<file path="src/rtl/demux_ctrl_pkg.sv">
// Shared definitions for the demux lane controller: one-hot state encodings,
// default widths and small state-classification helpers.
package demux_ctrl_pkg;

  localparam int DATA_W_DEF = 8;
  localparam int CNT_W_DEF  = 3;

  typedef enum logic [4:0] {
    ST_RESET  = 5'b00001,
    ST_INIT   = 5'b00010,
    ST_IDLE   = 5'b00100,
    ST_ACTIVE = 5'b01000,
    ST_ERROR  = 5'b10000
  } state_e;

  // States in which an upstream word may be taken.
  function automatic logic can_accept(input state_e s);
    return (s == ST_IDLE) || (s == ST_ACTIVE);
  endfunction

  // States in which a pop on an empty lane is a protocol violation.
  function automatic logic checks_pops(input state_e s);
    return (s == ST_INIT) || (s == ST_IDLE) || (s == ST_ACTIVE);
  endfunction

endpackage

</file>
<file path="src/rtl/lane_counter.sv">
// Per-lane occupancy counter: tracks words pushed into and popped from one
// downstream lane and flags when the post-update count reaches its threshold.
module lane_counter
  import demux_ctrl_pkg::*;
#(
  parameter int CNT_W = CNT_W_DEF
) (
  input  logic             clk,
  input  logic             reset_L,
  input  logic             push,
  input  logic             pop,
  input  logic [CNT_W-1:0] thresh,
  output logic [CNT_W-1:0] count,
  output logic             pause_req,
  output logic             underflow
);

  localparam logic [CNT_W-1:0] CNT_MAX = '1;

  logic [CNT_W-1:0] count_next;

  // NOTE: every always_comb output gets a default first so no path can infer a latch.
  always_comb begin
    count_next = count;
    underflow  = 1'b0;
    unique case ({push, pop})
      2'b10: begin
        if (count != CNT_MAX) count_next = count + CNT_W'(1);
      end
      2'b01: begin
        if (count == '0) underflow  = 1'b1;
        else             count_next = count - CNT_W'(1);
      end
      default: ;  // idle, or push and pop cancel out
    endcase
  end

  // A zero threshold is always met, so that lane holds pause permanently.
  assign pause_req = (count_next >= thresh);

  // NOTE: sequential state uses non-blocking assignments so every flop samples pre-edge values.
  always_ff @(posedge clk or negedge reset_L) begin
    if (!reset_L) count <= '0;
    else          count <= count_next;
  end

endmodule

</file>
<file path="src/rtl/demux_lane_ctrl.sv">
// Control FSM for the existing 1x2 demux: accepts upstream words, steers them to
// lane 0/1 via sel/push, and tracks per-lane occupancy for backpressure.
// Define DEMUX_LANE_CTRL_RR_EN for round-robin lane choice; otherwise data_in[0] routes.
module demux_lane_ctrl
  import demux_ctrl_pkg::*;
#(
  parameter int DATA_W = DATA_W_DEF,
  parameter int CNT_W  = CNT_W_DEF
) (
  input  logic              clk,
  input  logic              reset_L,
  input  logic              init,
  input  logic [CNT_W-1:0]  umbral_alto0,
  input  logic [CNT_W-1:0]  umbral_alto1,
  input  logic              valid_in,
  input  logic [DATA_W-1:0] data_in,
  input  logic              pop0,
  input  logic              pop1,
  output logic              push0,
  output logic              push1,
  output logic [DATA_W-1:0] data_out,
  output logic              sel,
  output logic              pause,
  output logic              idle,
  output logic              error_out,
  output logic [4:0]        state
);

  state_e state_q, state_d;

  logic [CNT_W-1:0] th0, th1;
  logic [CNT_W-1:0] cnt0, cnt1;
  logic             pause_req0, pause_req1;
  logic             underflow0, underflow1;
  logic             accept;
  logic             lane;
  logic             err;

  assign accept = valid_in && !pause && can_accept(state_q);

  // ---------------------------------------------------------------------------
  // Lane selection
  // ---------------------------------------------------------------------------
`ifdef DEMUX_LANE_CTRL_RR_EN
  logic rr_ptr;
  logic full0, full1;

  assign full0 = (cnt0 >= th0);
  assign full1 = (cnt1 >= th1);

  // Skip the preferred lane only when it is full and the other still has room.
  always_comb begin
    lane = rr_ptr;
    if (rr_ptr ? (full1 && !full0) : (full0 && !full1)) lane = ~rr_ptr;
  end

  // Pointing past the lane just used covers both plain alternation and a skip.
  always_ff @(posedge clk or negedge reset_L) begin
    if (!reset_L)    rr_ptr <= 1'b0;
    else if (accept) rr_ptr <= ~lane;
  end
`else
  assign lane = data_in[0];
`endif

  // ---------------------------------------------------------------------------
  // Occupancy counters
  // ---------------------------------------------------------------------------
  lane_counter #(.CNT_W(CNT_W)) u_lane0 (
    .clk       (clk),
    .reset_L   (reset_L),
    .push      (push0),
    .pop       (pop0),
    .thresh    (th0),
    .count     (cnt0),
    .pause_req (pause_req0),
    .underflow (underflow0)
  );

  lane_counter #(.CNT_W(CNT_W)) u_lane1 (
    .clk       (clk),
    .reset_L   (reset_L),
    .push      (push1),
    .pop       (pop1),
    .thresh    (th1),
    .count     (cnt1),
    .pause_req (pause_req1),
    .underflow (underflow1)
  );

  // ---------------------------------------------------------------------------
  // Control FSM
  // ---------------------------------------------------------------------------
  always_ff @(posedge clk or negedge reset_L) begin
    if (!reset_L) state_q <= ST_RESET;
    else          state_q <= state_d;
  end

  always_comb begin
    state_d = state_q;
    err     = 1'b0;
    if (can_accept(state_q) && valid_in && pause)        err = 1'b1;
    if (checks_pops(state_q) && (underflow0 || underflow1)) err = 1'b1;

    unique case (state_q)
      ST_RESET:  state_d = ST_INIT;
      ST_INIT: begin
        if (err)        state_d = ST_ERROR;
        else if (!init) state_d = ST_IDLE;
      end
      ST_IDLE: begin
        if (err)         state_d = ST_ERROR;
        else if (init)   state_d = ST_INIT;
        else if (accept) state_d = ST_ACTIVE;
      end
      ST_ACTIVE: begin
        if (err)       state_d = ST_ERROR;
        else if (init) state_d = ST_INIT;
        else if ((cnt0 == '0) && (cnt1 == '0) && !valid_in) state_d = ST_IDLE;
      end
      ST_ERROR:  state_d = ST_ERROR;
      default:   state_d = ST_RESET;
    endcase
  end

  // Thresholds track the inputs for as long as init is held in INIT.
  always_ff @(posedge clk or negedge reset_L) begin
    if (!reset_L) begin
      th0 <= '1;
      th1 <= '1;
    end else if ((state_q == ST_INIT) && init) begin
      th0 <= umbral_alto0;
      th1 <= umbral_alto1;
    end
  end

  // ---------------------------------------------------------------------------
  // Registered demux drive and backpressure
  // ---------------------------------------------------------------------------
  always_ff @(posedge clk or negedge reset_L) begin
    if (!reset_L) begin
      push0    <= 1'b0;
      push1    <= 1'b0;
      sel      <= 1'b0;
      data_out <= '0;
      pause    <= 1'b0;
    end else begin
      push0 <= accept && !lane;
      push1 <= accept &&  lane;
      if (accept) begin
        sel      <= lane;
        data_out <= data_in;
      end
      pause <= pause_req0 || pause_req1;
    end
  end

  assign idle      = (state_q == ST_IDLE);
  assign error_out = (state_q == ST_ERROR);
  assign state     = state_q;

  // Structural invariants of the controller.
  assert property (@(posedge clk) disable iff (!reset_L) !(push0 && push1));
  assert property (@(posedge clk) disable iff (!reset_L) $onehot(state_q));

endmodule

</file>
<file path="config.mk">
export PLATFORM = sky130hd
export DESIGN_NAME = demux_lane_ctrl
export DESIGN_NICKNAME = d
export VERILOG_FILES = /design/src/rtl/demux_ctrl_pkg.sv /design/src/rtl/lane_counter.sv /design/src/rtl/demux_lane_ctrl.sv
export SDC_FILE = /design/constraint.sdc
export NUM_CORES = 1
export LEC_CHECK = 0
export ABC_AREA = 1
export BUFFER_PORTS_ARGS = -buffer_cell sky130_fd_sc_hd__clkbuf_2
export CAP_MARGIN = 10
export CORE_AREA = 2 2 59 61
export CTS_CLUSTER_DIAMETER = 50
export DETAILED_ROUTE_END_ITERATION = 16
export DIE_AREA = 0 0 61 63
export PLACE_DENSITY = 0.78
export SETUP_SLACK_MARGIN = 0.5
export SLEW_MARGIN = 40
export SYNTH_ARGS = -nofsm -noshare
export SYNTH_HDL_FRONTEND = slang
export SYNTH_SLANG_ARGS = --single-unit
export TNS_END_PERCENT = 100
</file>
<file path="constraint.sdc">
create_clock -name clk -period 2.1 [get_ports clk]
set_input_delay 0.105 -clock clk [delete_from_list [all_inputs] [get_ports clk]]
set_output_delay 0.105 -clock clk [all_outputs]
set_load 0.1 [all_outputs]
</file>
==> results.txt <==
----------------------------------------------------
[Drt]
  Iter 0 DRT Violations ... 39
  Count of unresolved DRC violations after routing ... 0
  Post-route ant nets ... 0
  Post-detailed-routing wire length ... 3.99 mm
  DR pass1 iterations ... 4
  Avg WL per Cell ... 13.4 um
  Vias after detailed routing ... 1500
  Via/cell ratio ... 5.02

[Clock tree]
  Register clock-pin slew on the reported worst setup and hold paths ... 0.15 ns
  Cell at the root of the clock tree ... clkbuf_4
  Buffer levels on the longest clock path ... 2
  Maximum level of the CTS H-tree ... 1
  Clock tree from TritonCTS ... done
  Clock buffer count from CTS ... 3
  CTS Sinks ... 28
  Clock insertion delay at the later pin of the skew report ... 0.32 ns

[Timing]
  Share of the cycle needed by the critical path after routing ... 89.5%
  Final hold violation count ... 0
  Setup repair after global routing missed its margin ... true
  Final count of pins violating max slew ... 0
  Setup-violating endpoint count in the final report ... 0
  Shortest period the worst path allows ... 1.88 ns
  Worst hold margin ... 0.145 ns
  Headroom to the max-slew limit ... 53.9%
  Worst Tran Pin Value ... 0.691 ns
  Post-Route Skew ... 0.00136 ns
  Highest Clock Rate ... 532 MHz

[Global routing]
  Antenna violations before repair ... 0
  Number of global-route vias before repair ... 1511
  GRT Max-Usage Layer ... met2
  Grt met2 use ... 40.3%
  GRT Residual Overflow ... 0
  Total GRT Usage ... 22.5%
  Maximum number of pins on one net before global-route repair ... 29
  First-pass GRT wire length ... 6.53 mm
  GR Util met1 ... 26.2%
  Met3 demand-to-capacity share in global routing ... 3.93%

[Yosys]
  Synth area leader ... dfrtp_1
  Yosys reg bits ... 28
  Average cell area after synthesis ... 9.02 um2
  Yosys Warn Count ... 0
  Syn Inst Count ... 184
  Post-synth top area share ... 31.7%
  Post-synthesis cell area ... 1660 um2
  Sequential cell area fraction in the yosys report ... 42.8%
  Net count after synthesis ... 220
  Number of unique standard cell types used by synthesis ... 27
  Top post-synthesis cells by area ... dfrtp_1 (32%), ha_1 (12%), dfstp_2 (11%), inv_1 (7.9%), mux2_4 (4.5%)

[Critical path]
  Endpoint type of the worst setup path ... register
  Arrival @ worst endpoint ... 2.11 ns
  Critical path launch point ... push0
  Critical Path Source Type ... register
  Reg2Reg Setup Slack ... 0.22 ns
  Required time worst endpoint ... 2.33 ns
  Type of the worst setup path ... reg2reg
  Launch point of the worst reg-to-reg path ... push0
  Biggest fanout along the worst timing path ... 3

[Place]
  Number of input and output port buffers inserted ... 38
  Gpl congestion ... 0.748
  Standard cell area after detailed placement ... 2020 um2
  Detailed Place HPWL ... 2.51 mm

[Floorplan]
  Initial Util ... 51.3%
  Die Span X ... 61 um
  Overall die height ... 63 um
  Die outline area ... 3840 um2
  # rows ... 21
  Floorplan Core Area ... 3230 um2
  IO Pins ... 39

[Cells and area]
  Diode insertion count for antenna repair ... 0
  Area Growth Syn to Fin ... 50.4%
  Leading cell type in the layout, fill and taps excluded ... clkbuf_2
  Top library cells by usage in the layout, fill and taps aside ... clkbuf_2 (35), inv_1 (27), nand2_1 (15), nor2_1 (15), dlygate4sd3_1 (15)
  FILL cells ... 216
  Number of nets at the end of the flow ... 290
  Non-Filler Cell Area, Final ... 2490 um2
  Fraction of final layout cells with drive strength greater than 1 ... 47.8%

[Pwr]
  Highest ir drop seen on vdd ... 1.12 mV
  Leakage power summed over all cells ... 0.00128 uW
  Power Dens Cells ... 1540 nW/um2

[Flow run]
  Number of max-cap violations ... 0

[Outcome]
  Status ... finished, final reports clean

[Hold path]
  Start point of the worst min-delay path ... init
  Path category of the worst min-delay check ... in2reg

----------------------------------------------------
-- kinds of logic after synthesis --
family / share of synthesized area, %
xor+xnor: 1.06
fa+ha+maj: 12.1
buf+inv: 9.05
compound gates: 8.90
mux: 7.24
simple gates: 18.9
flops: 42.8
-- through the flow --
stage	setup TNS, ns	instances	power [uW]	setup slack, ns	utilization (%)
2_1_floorplan	-0.154	184	2770	-0.142	-
3_3_place_gp	0	266	3070	0.198	62.4
3_5_place_dp	0	266	3110	0.129	62.4
4_1_cts	0	295	3640	0.156	73.7
5_1_grt	0	299	4090	0.0527	77.2
6_report	0	299	3830	0.220	77.2
-- final cells by class --
cell class                 instances  area [um2]  share of cell area, %
clock buffer                       3        22.5                  0.903
clock inverter                     1        30.0                   1.20
inverter                          35         139                   5.57
multi-input combinational        120        1040                   41.6
sequential                        28         734                   29.4
tap                               46        57.6                   2.31
timing repair buffer              66         474                   19.0
-- worst paths after layout --
path	to	cells after the start
hold reg to reg	th1[1]	2
max in group asynchronous	state[2]	2
setup reg to reg	pause	12
setup / recovery	pause	12
hold / removal	th0[2]	3
min in group asynchronous	u_lane1.count[1]	2
-- routing by layer --
layer | routed length [um] | part of all wire, %
met5 | 0 | 0
met4 | 149 | 3.7
met2 | 2170 | 54
met3 | 144 | 3.6
met1 | 1530 | 38
-- repair_timing --
| item | 4_1_cts | 5_1_grt |
|---|---|---|
| hold buffers | 15 | 0 |
| endpoints found under the hold margin | 36 | 0 |
| pin swaps | 11 | 22 |
| setup buffers | 9 | 4 |
| resized for setup | 20 | 23 |
| cloned | 1 | 0 |
| setup endpoints to repair | 12 | 18 |
-- synthesized netlist by cell type, drive strengths merged --
master   n
dfrtp   21
nor3     2
nor2    20
or2      1
ha      16
o211ai   2
o21bai   1
a21oi    8
nand3b   2
mux2     9
nand3   14
nand2   22
a21boi   2
o21ai   14
xnor2    2
dfstp    7
nor4     1
nand4    3
inv     35
buf      2
-- state kept, by name, indices dropped and copies added, names as in the netlist --
| signal | count |
|---|---|
| th1 | 3 |
| push0 | 1 |
| u_lane0.count | 3 |
| data_out | 8 |
| state | 5 |
| pause | 1 |
| th0 | 3 |
| push1 | 1 |
| u_lane1.count | 3 |
-- where the power goes --
group | internal, uW | switching [uW] | leakage, uW
Sequential | 826 | 187 | 0.000332
Clock | 193 | 163 | 0.0000279
Combinational | 756 | 1710 | 0.000925
Total | 1780 | 2060 | 0.00128
-- critical path, stage by stage (launching register included) --
cell	delay [ns]
dfrtp_4	0.54
inv_2	0.08
ha_4	0.16
nand3_4	0.08
o211ai_1	0.14
nand2_1	0.08
nand2_1	0.08
inv_1	0.05
ha_1	0.26
inv_1	0.07
a21boi_2	0.05
o21ai_2	0.11
nand3_1	0.08
(Power assumes the default switching activity.)
